<file path="src/rtl/cnn_pkg.sv">
// Shared types and sizing helpers for the CNN weight double-buffer.
// Contents: weight-buffer FSM state type, word-count and index-width helpers.
package cnn_pkg;

  typedef enum logic [1:0] {
    WB_IDLE = 2'd0,
    WB_LOAD = 2'd1,
    WB_PEND = 2'd2
  } wbuf_state_t;

  // Words per bank: n features of k*k taps each.
  function automatic int unsigned total_words(input int unsigned k, input int unsigned n);
    return n * k * k;
  endfunction

  // Index width that never collapses to zero bits.
  function automatic int unsigned clog2_min1(input int unsigned v);
    return (v <= 1) ? 1 : $clog2(v);
  endfunction

endpackage

</file>
<file path="src/rtl/weight_load_ctrl.sv">
// Load/swap controller for the weight double-buffer: FSM, word counter,
// stream handshake, done pulses and the active-bank select register.
// Optional feature macro: WEIGHT_CKSUM_EN (adds in_data / load_cksum).
// Ports:
//   clk, rst          clock, asynchronous active-low reset
//   load_start        begin loading the shadow bank (honoured in IDLE only)
//   in_valid          stream word valid
//   pe_busy           blocks the bank swap while high
//   in_ready          stream ready, high only in LOAD
//   load_done         1-cycle pulse after the last word is accepted
//   swap_done         1-cycle pulse after the active bank flips
//   active_bank       bank currently driving the PEs
//   busy              state != IDLE
//   wr_en_c           combinational write strobe for the shadow bank
//   wr_feat_c/wr_tap_c combinational write address (feature-major, tap-minor)
//   in_data/load_cksum checksum input and running sum (WEIGHT_CKSUM_EN only)
module weight_load_ctrl
  import cnn_pkg::*;
#(
  parameter int unsigned KERNEL_SIZE  = 4,
  parameter int unsigned NUM_FEATURES = 3,
  parameter int unsigned DATA_WIDTH   = 8,
  localparam int unsigned TAPS  = KERNEL_SIZE * KERNEL_SIZE,
  localparam int unsigned TOTAL = total_words(KERNEL_SIZE, NUM_FEATURES),
  localparam int unsigned CW    = clog2_min1(TOTAL),
  localparam int unsigned FW    = clog2_min1(NUM_FEATURES),
  localparam int unsigned TW    = clog2_min1(TAPS)
) (
  input  logic          clk,
  input  logic          rst,
  input  logic          load_start,
  input  logic          in_valid,
  input  logic          pe_busy,
  output logic          in_ready,
  output logic          load_done,
  output logic          swap_done,
  output logic          active_bank,
  output logic          busy,
  output logic          wr_en_c,
  output logic [FW-1:0] wr_feat_c,
  output logic [TW-1:0] wr_tap_c
`ifdef WEIGHT_CKSUM_EN
  ,
  input  logic [DATA_WIDTH-1:0] in_data,
  output logic [15:0]           load_cksum
`endif
);

  wbuf_state_t   state_q, state_d;
  logic [CW-1:0] cnt_q, cnt_d;
  logic          in_ready_q, in_ready_d;
  logic          load_done_q, load_done_d;
  logic          swap_done_q, swap_done_d;
  logic          bank_sel_q, bank_sel_d;
  logic          busy_q, busy_d;
  logic          last_word;
`ifdef WEIGHT_CKSUM_EN
  logic [15:0]   cksum_q, cksum_d;
`endif

  // Shadow-bank write strobe and address decode from the word counter.
  assign wr_en_c   = in_valid && in_ready_q;
  assign wr_feat_c = FW'(32'(cnt_q) / TAPS);
  assign wr_tap_c  = TW'(32'(cnt_q) % TAPS);
  assign last_word = (cnt_q == CW'(TOTAL - 1));

  // Next-state and output logic.
  always_comb begin
    state_d     = state_q;
    cnt_d       = cnt_q;
    bank_sel_d  = bank_sel_q;
    load_done_d = 1'b0;
    swap_done_d = 1'b0;
`ifdef WEIGHT_CKSUM_EN
    cksum_d     = cksum_q;
`endif
    case (state_q)
      WB_IDLE: begin
        if (load_start) begin
          state_d = WB_LOAD;
          cnt_d   = '0;
`ifdef WEIGHT_CKSUM_EN
          cksum_d = '0;
`endif
        end
      end
      WB_LOAD: begin
        if (wr_en_c) begin
`ifdef WEIGHT_CKSUM_EN
          cksum_d = cksum_q + 16'($signed(in_data));
`endif
          // The counter holds on the last word so it can never wrap.
          if (last_word) begin
            state_d     = WB_PEND;
            load_done_d = 1'b1;
          end else begin
            cnt_d = cnt_q + CW'(1);
          end
        end
      end
      WB_PEND: begin
        if (!pe_busy) begin
          state_d     = WB_IDLE;
          bank_sel_d  = ~bank_sel_q;
          swap_done_d = 1'b1;
        end
      end
      default: state_d = WB_IDLE;
    endcase
    in_ready_d = (state_d == WB_LOAD);
    busy_d     = (state_d != WB_IDLE);
  end

  // State and output registers.
  always_ff @(posedge clk or negedge rst) begin
    if (!rst) begin
      state_q     <= WB_IDLE;
      cnt_q       <= '0;
      in_ready_q  <= 1'b0;
      load_done_q <= 1'b0;
      swap_done_q <= 1'b0;
      bank_sel_q  <= 1'b0;
      busy_q      <= 1'b0;
`ifdef WEIGHT_CKSUM_EN
      cksum_q     <= '0;
`endif
    end else begin
      state_q     <= state_d;
      cnt_q       <= cnt_d;
      in_ready_q  <= in_ready_d;
      load_done_q <= load_done_d;
      swap_done_q <= swap_done_d;
      bank_sel_q  <= bank_sel_d;
      busy_q      <= busy_d;
`ifdef WEIGHT_CKSUM_EN
      cksum_q     <= cksum_d;
`endif
    end
  end

  assign in_ready    = in_ready_q;
  assign load_done   = load_done_q;
  assign swap_done   = swap_done_q;
  assign active_bank = bank_sel_q;
  assign busy        = busy_q;
`ifdef WEIGHT_CKSUM_EN
  assign load_cksum  = cksum_q;
`endif

endmodule

</file>
<file path="src/rtl/feature_weight_dbuf.sv">
// Double-buffered feature-weight store for the CNN PE array. A serial
// valid/ready stream fills the shadow bank while the PEs read the active
// bank; banks swap once the load is complete and the PEs are idle.
// Optional feature macro: WEIGHT_CKSUM_EN (adds the load_cksum port).
// Ports:
//   clk, rst      clock, asynchronous active-low reset
//   load_start    begin a shadow-bank load
//   in_valid/in_ready/in_data  weight stream
//   pe_busy       PEs still using active weights, defers the swap
//   load_done     pulse: last word accepted
//   swap_done     pulse: active bank flipped
//   active_bank   bank driving weights_out
//   busy          controller not idle
//   weights_out   full active bank [feature][tap], read straight from storage
//   load_cksum    wrapping 16-bit sum of accepted words (WEIGHT_CKSUM_EN only)
module feature_weight_dbuf
  import cnn_pkg::*;
#(
  parameter int unsigned KERNEL_SIZE  = 4,
  parameter int unsigned NUM_FEATURES = 3,
  parameter int unsigned DATA_WIDTH   = 8
) (
  input  logic                  clk,
  input  logic                  rst,
  input  logic                  load_start,
  input  logic                  in_valid,
  output logic                  in_ready,
  input  logic [DATA_WIDTH-1:0] in_data,
  input  logic                  pe_busy,
  output logic                  load_done,
  output logic                  swap_done,
  output logic                  active_bank,
  output logic                  busy,
  output logic [NUM_FEATURES-1:0][KERNEL_SIZE*KERNEL_SIZE-1:0][DATA_WIDTH-1:0] weights_out
`ifdef WEIGHT_CKSUM_EN
  ,
  output logic [15:0]           load_cksum
`endif
);

  localparam int unsigned TAPS = KERNEL_SIZE * KERNEL_SIZE;
  localparam int unsigned FW   = clog2_min1(NUM_FEATURES);
  localparam int unsigned TW   = clog2_min1(TAPS);

  typedef logic [NUM_FEATURES-1:0][TAPS-1:0][DATA_WIDTH-1:0] bank_t;

  bank_t         bank_q [2];
  bank_t         bank_d [2];
  logic          wr_en_c;
  logic [FW-1:0] wr_feat_c;
  logic [TW-1:0] wr_tap_c;

  weight_load_ctrl #(
    .KERNEL_SIZE  (KERNEL_SIZE),
    .NUM_FEATURES (NUM_FEATURES),
    .DATA_WIDTH   (DATA_WIDTH)
  ) u_ctrl (
    .clk         (clk),
    .rst         (rst),
    .load_start  (load_start),
    .in_valid    (in_valid),
    .pe_busy     (pe_busy),
    .in_ready    (in_ready),
    .load_done   (load_done),
    .swap_done   (swap_done),
    .active_bank (active_bank),
    .busy        (busy),
    .wr_en_c     (wr_en_c),
    .wr_feat_c   (wr_feat_c),
    .wr_tap_c    (wr_tap_c)
`ifdef WEIGHT_CKSUM_EN
    ,
    .in_data     (in_data),
    .load_cksum  (load_cksum)
`endif
  );

  // Accepted words only ever land in the shadow (inactive) bank.
  always_comb begin
    bank_d = bank_q;
    if (wr_en_c) begin
      bank_d[~active_bank][wr_feat_c][wr_tap_c] = in_data;
    end
  end

  // Weight storage, cleared on reset.
  always_ff @(posedge clk or negedge rst) begin
    if (!rst) begin
      bank_q[0] <= '0;
      bank_q[1] <= '0;
    end else begin
      bank_q[0] <= bank_d[0];
      bank_q[1] <= bank_d[1];
    end
  end

  // Output mux: the active bank feeds the PE array directly.
  assign weights_out = bank_q[active_bank];

endmodule

</file>
<file path="config.mk">
export PLATFORM = sky130hd
export DESIGN_NAME = feature_weight_dbuf
export DESIGN_NICKNAME = d
export VERILOG_FILES = /design/src/rtl/cnn_pkg.sv /design/src/rtl/weight_load_ctrl.sv /design/src/rtl/feature_weight_dbuf.sv
export SDC_FILE = /design/constraint.sdc
export NUM_CORES = 1
export LEC_CHECK = 0
export ABC_AREA = 1
export CAP_MARGIN = 20
export CORE_MARGIN = 2
export CORE_UTILIZATION = 60
export DETAILED_ROUTE_END_ITERATION = 10
export PLACE_DENSITY = 0.85
export RECOVER_POWER = 50
export SKIP_LAST_GASP = 1
export SYNTH_ARGS = -nofsm -noshare
export SYNTH_HDL_FRONTEND = slang
export SYNTH_SLANG_ARGS = --single-unit
</file>
<file path="constraint.sdc">
create_clock -name clk -period 4.3 [get_ports clk]
set_clock_uncertainty 0.1 [all_clocks]
set_input_delay 0.86 -clock clk [delete_from_list [all_inputs] [get_ports clk]]
set_output_delay 0.86 -clock clk [all_outputs]
set_load 0.01 [all_outputs]
</file>
# Word level (Yosys, flattened, before mapping)
# Index checks and enable logic that the tools add are counted.
dict set report word_totals {
  reg_bits 781
  in_bits 13
  out_inout_bits 389
  elab_cells 155
}
dict set report op_classes {
  add_sub_neg 1
  magnitude_cmp 7
  n_eq_ne 7
  n_mux 24
  n_bitwise 4
  reduce_logical 9
}
# operator count
set op_table {}
lappend op_table {{two-way mux 384 bit} 4}
lappend op_table {{bitwise mux 768 bit} 1}
lappend op_table {{demux 384 bit (select 1 bit)} 1}
lappend op_table {{demux 128 bit (select 2 bit)} 1}
lappend op_table {{two-way mux 128 bit} 1}
lappend op_table {{demux 8 bit (select 4 bit)} 1}
lappend op_table {{two-way mux 6 bit} 3}
lappend op_table {{one-hot mux 6 bit (2 select lines)} 1}
lappend op_table {{two-way mux 2 bit} 4}
lappend op_table {{two-way mux 8 bit} 1}
lappend op_table {{adder 6 x 1 -> 6 bit (second input constant)} 1}
lappend op_table {{equality test 6 bit (second input constant)} 1}
lappend op_table {{one-hot mux 2 bit (3 select lines)} 1}
lappend op_table {{< comparator 4 x 5 -> 1 bit (second input constant)} 1}
lappend op_table {{two-way mux 1 bit} 5}
lappend op_table {{equality test 2 x 1 -> 1 bit (second input constant)} 2}
lappend op_table {{greater-or-equal comparator 2 bit (second input constant)} 2}
lappend op_table {{greater-or-equal comparator 4 x 1 -> 1 bit (second input constant)} 1}
lappend op_table {{logical AND 1 bit} 4}
lappend op_table {{inequality test 2 bit (second input constant)} 2}
lappend op_table {{inverter 1 -> 2 bit} 2}
lappend op_table {{AND reduction 4 bit} 1}
lappend op_table {{nonzero test 2 bit} 2}
lappend op_table {{< comparator 2 x 3 -> 1 bit (second input constant)} 1}
lappend op_table {{other kinds (7)} 8}

# Depth between registers and ports, before layout
dict set report depth {
  word_depth 9
  depth_mapped 9
  mapped_depth_nobuf 8
}

# Cells and area by module
# Synthesis repeated with hierarchy kept, for this count alone.
dict set report unflattened {
  cells_unflattened 4059
  area_unflattened_um2 37569.8
}
# module instances cells_each area_per_inst_um2 seq_area_each_um2
set modules_own_cells {}
lappend modules_own_cells {feature_weight_dbuf 1 3989 36936.7 19218.4}
lappend modules_own_cells {weight_load_ctrl 1 70 633.1 325.3}

# Worst setup path before layout
# Ideal clock, no wire load.
dict set report synth_path {
  path_type {register -> output}
  start {reg u_ctrl.bank_sel_q, in the netlist u_ctrl.active_bank}
  end {out weights_out[284] (netlist name)}
  arrival_time_ns 1.393
  required_ns 3.340
  setup_slack_ns 1.947
  stages_incl_launch_ff 7
  n_path_buf 3
  cell_sequence {dfrtp_1 -> buf_4 -> inv_2 -> clkbuf_1 -> buf_1 -> nand2_1 -> nand2_1}
}
# item line_no
set synth_lines {}
lappend synth_lines {{start, declared} weight_load_ctrl.sv:54} ;# logic bank_sel_q, bank_sel_d;
lappend synth_lines {{start signal, assigned} weight_load_ctrl.sv:133} ;# bank_sel_q <= bank_sel_d;
lappend synth_lines {{end, declared} feature_weight_dbuf.sv:34} ;# output logic [NUM_FEATURES-1:0][KERNEL_SIZE*KERNEL_SIZE-1:0][DATA_WIDTH-1:0] weights_out

==> results.toml <==
[worst_setup_path]
cpMostUsedCell = "nand2_1"
path_buf_inv = 2
crit_chain = "buf_12 > nand2_1 > nand2_1 > clkdlybuf4s50_1"
cp_top_family = "buffers and inverters"
crit_required_ns = 3.34
cp_slowest_cell = "buf_12"
start_kind = "register"
cp_data_arrival_time_ns = 3.11
end_kind = "output port"
worstSetupPathType = "register to output port"
max_stage_delay_ns = 0.65
path_max_fanout = 239

[yosys]
synthArstFlopShare_pct = 100
syn_area_sq_um = 33000
yosysMostFrequentCell = "nand2_1"
synth_warnings = 0
yosys.area.top_type_share_pct = 59.3
synth_nets = 4002
synth.distinct_cells = 21
yosys-top-cells-area = "dfrtp_1, nand2_1, o21ai_0"
ys_ff_latch = 781
avgSynthCellArea_sq_um = 8.27
yosys.area.top_type = "dfrtp_1"
seq_area_frac_synth_pct = 59.3
ys_top_cells_by_count = "nand2_1, dfrtp_1, o21ai_0"
synth_edf_count = 0
yosys_most_used_dff = "dfrtp_1"
netlist_instances = 3985

[cts]
cts_setup_buffers = 0
cts_buffer_depth = 3
root_buffer = "clkbuf_16"
cts_buffers = 79
htreeDepth = 3
clock-sinks = 781
post_cts_resized = 0
path_clk_slew_ns = 0.06
ctsHoldBuffers = 0
cts_tree = "done"
clk_latency_ns = 0.61

[pwr]
leakage_nw = 19.0
p_total_mw = 20.1
power_density_nw_per_um2 = 509
peakVddDrop_uv = 357

[global_route]
gr-total-overflow = 0
antenna_found_initial = 2
first_global_vias = 27500
grt_max_degree = 240
grtUsageTotal_pct = 34.9
grt_pass1_wl_mm = 154

[outcome]
status = "finished, violations left"
violations = "max-capacitance violations, max-slew violations"

[floorplan]
dieArea_sq_um = 56800
fp.dieW_um = 238
ios = 402
initial_core_util_pct = 61.0
num_rows = 85
core_sq_um = 54000
die_y_um = 238

[sta]
tns_ns = 0
fmax_mhz = 246
setup_ws_ns = 0.233
fin_crit_sh_pct = 94.6
rsz0062_at_grt = "no"
finalSetupViolCount = 0
hold_violations = 0
relSlewSlack_pct = -77.7
worstMarginPinSlew_ns = 2.67
drv_slew = 562
fin_crit_ns = 4.07

[place]
portBuffers = 401
dp_hpwl_mm = 60.2
gp_congestion = 0.843
dp_slack_ns = 1.14

[final_layout]
drive_above_1_share_pct = 4.19
nNetsFinal = 4262
area_delta_synth_final_pct = 19.9

[detailed_routing]
routedWlPerCell_um = 19.8
via_count = 28800
dr.pass1.iters = 5
drt_iter0_markers = 3083
via_per_inst = 5.77
drc = 0
ant_nets = 0
totalWireLength_mm = 98.7

[min_path]
hold_path_class = "primary input to async pin"

[run]
drv_cap = 12
## logic make-up after synthesis
| kind of cell | synth area share (%) |
|---|---|
| AND/OR/NAND/NOR | 24.8 |
| buffers and inverters | 3.86 |
| AO/OA/AOI/OAI | 11.8 |
| adder cells (fa/ha/maj) | 0.152 |
| XOR/XNOR | 0.106 |
| flip-flops | 59.3 |
## flip-flops by register name, indices dropped and copies added, names as in the netlist
| signal | count |
|---|---|
| u_ctrl.in_ready | 1 |
| u_ctrl.state_q | 2 |
| u_ctrl.busy | 1 |
| u_ctrl.cnt_q | 6 |
| u_ctrl.active_bank | 1 |
| u_ctrl.swap_done | 1 |
| u_ctrl.load_done | 1 |
| bank_q | 768 |
## layout by cell type (no fill, tap or decap), drive strengths merged
cell type	n
nor2	59
or2	1
dfrtp	781
dlygate4sd3	1
clkdlybuf4s50	399
a21oi	2
diode	1
buf	31
clkinvlp	1
clkbuf	149
clkinv	13
bufinv	3
inv	18
ha	4
xor2	4
nand3	16
o21ai	772
a21boi	1
nand2	2043
## metrics by stage
stage | area (sq um) | cells | hold WS [ns] | util, %
floorplan | 33000 | 3985 | 0.353 | -
detailed placement | 37300 | 4860 | 0.373 | 69.0
global placement | 37300 | 4860 | 0.365 | 69.0
global route | 39500 | 4994 | 0.289 | 73.1
finish | 39500 | 4995 | 0.225 | 73.2
CTS | 39800 | 4994 | 0.293 | 73.7
## per-layer routing
layer / part of all wire, % / GRT usage [%] / vias to the layer above
li1: - / - / 13100
met1: 38 / 47.1 / 13800
met2: 47 / 54.5 / 1538
met3: 9.0 / 6.27 / 308
met4: 5.5 / 18.8 / 2
met5: 0.0071 / 0 / -
## cell type report
type | count | area, sq um
flip-flops and latches | 781 | 19500
fillers | 3908 | 14500
multi-input cells | 2902 | 12000
repair buffers | 456 | 4420
clock buffers | 124 | 2400
well taps | 696 | 871
clock inverters | 10 | 131
inverters | 25 | 111
diodes | 1 | 2.50
## path summary, 6_finish.rpt
path / end / cells past startpoint / slack [ns] / start
worst max-delay path: weights_out[193] / 4 / 0.23 / u_ctrl.active_bank$_DFFE_PN0P_
worst max register to register: bank_q[39]$_DFFE_PN0P_ / 6 / 0.51 / u_ctrl.active_bank$_DFFE_PN0P_
max in group asynchronous: bank_q[497]$_DFFE_PN0P_ / 2 / 0.80 / rst
min in group clk: bank_q[123]$_DFFE_PN0P_ / 2 / 0.38 / bank_q[123]$_DFFE_PN0P_
worst min-delay path: bank_q[402]$_DFFE_PN0P_ / 1 / 0.23 / rst
worst min register to register: bank_q[123]$_DFFE_PN0P_ / 2 / 0.38 / bank_q[123]$_DFFE_PN0P_
## power breakdown
part           internal (mW)  leakage (nW)  switching [mW]
combinational           1.73          7.04            2.55
clock                   3.99          1.24            2.80
sequential              8.42          10.7           0.641
total                   14.1          19.0            6.00
(Power assumes the default switching activity.)
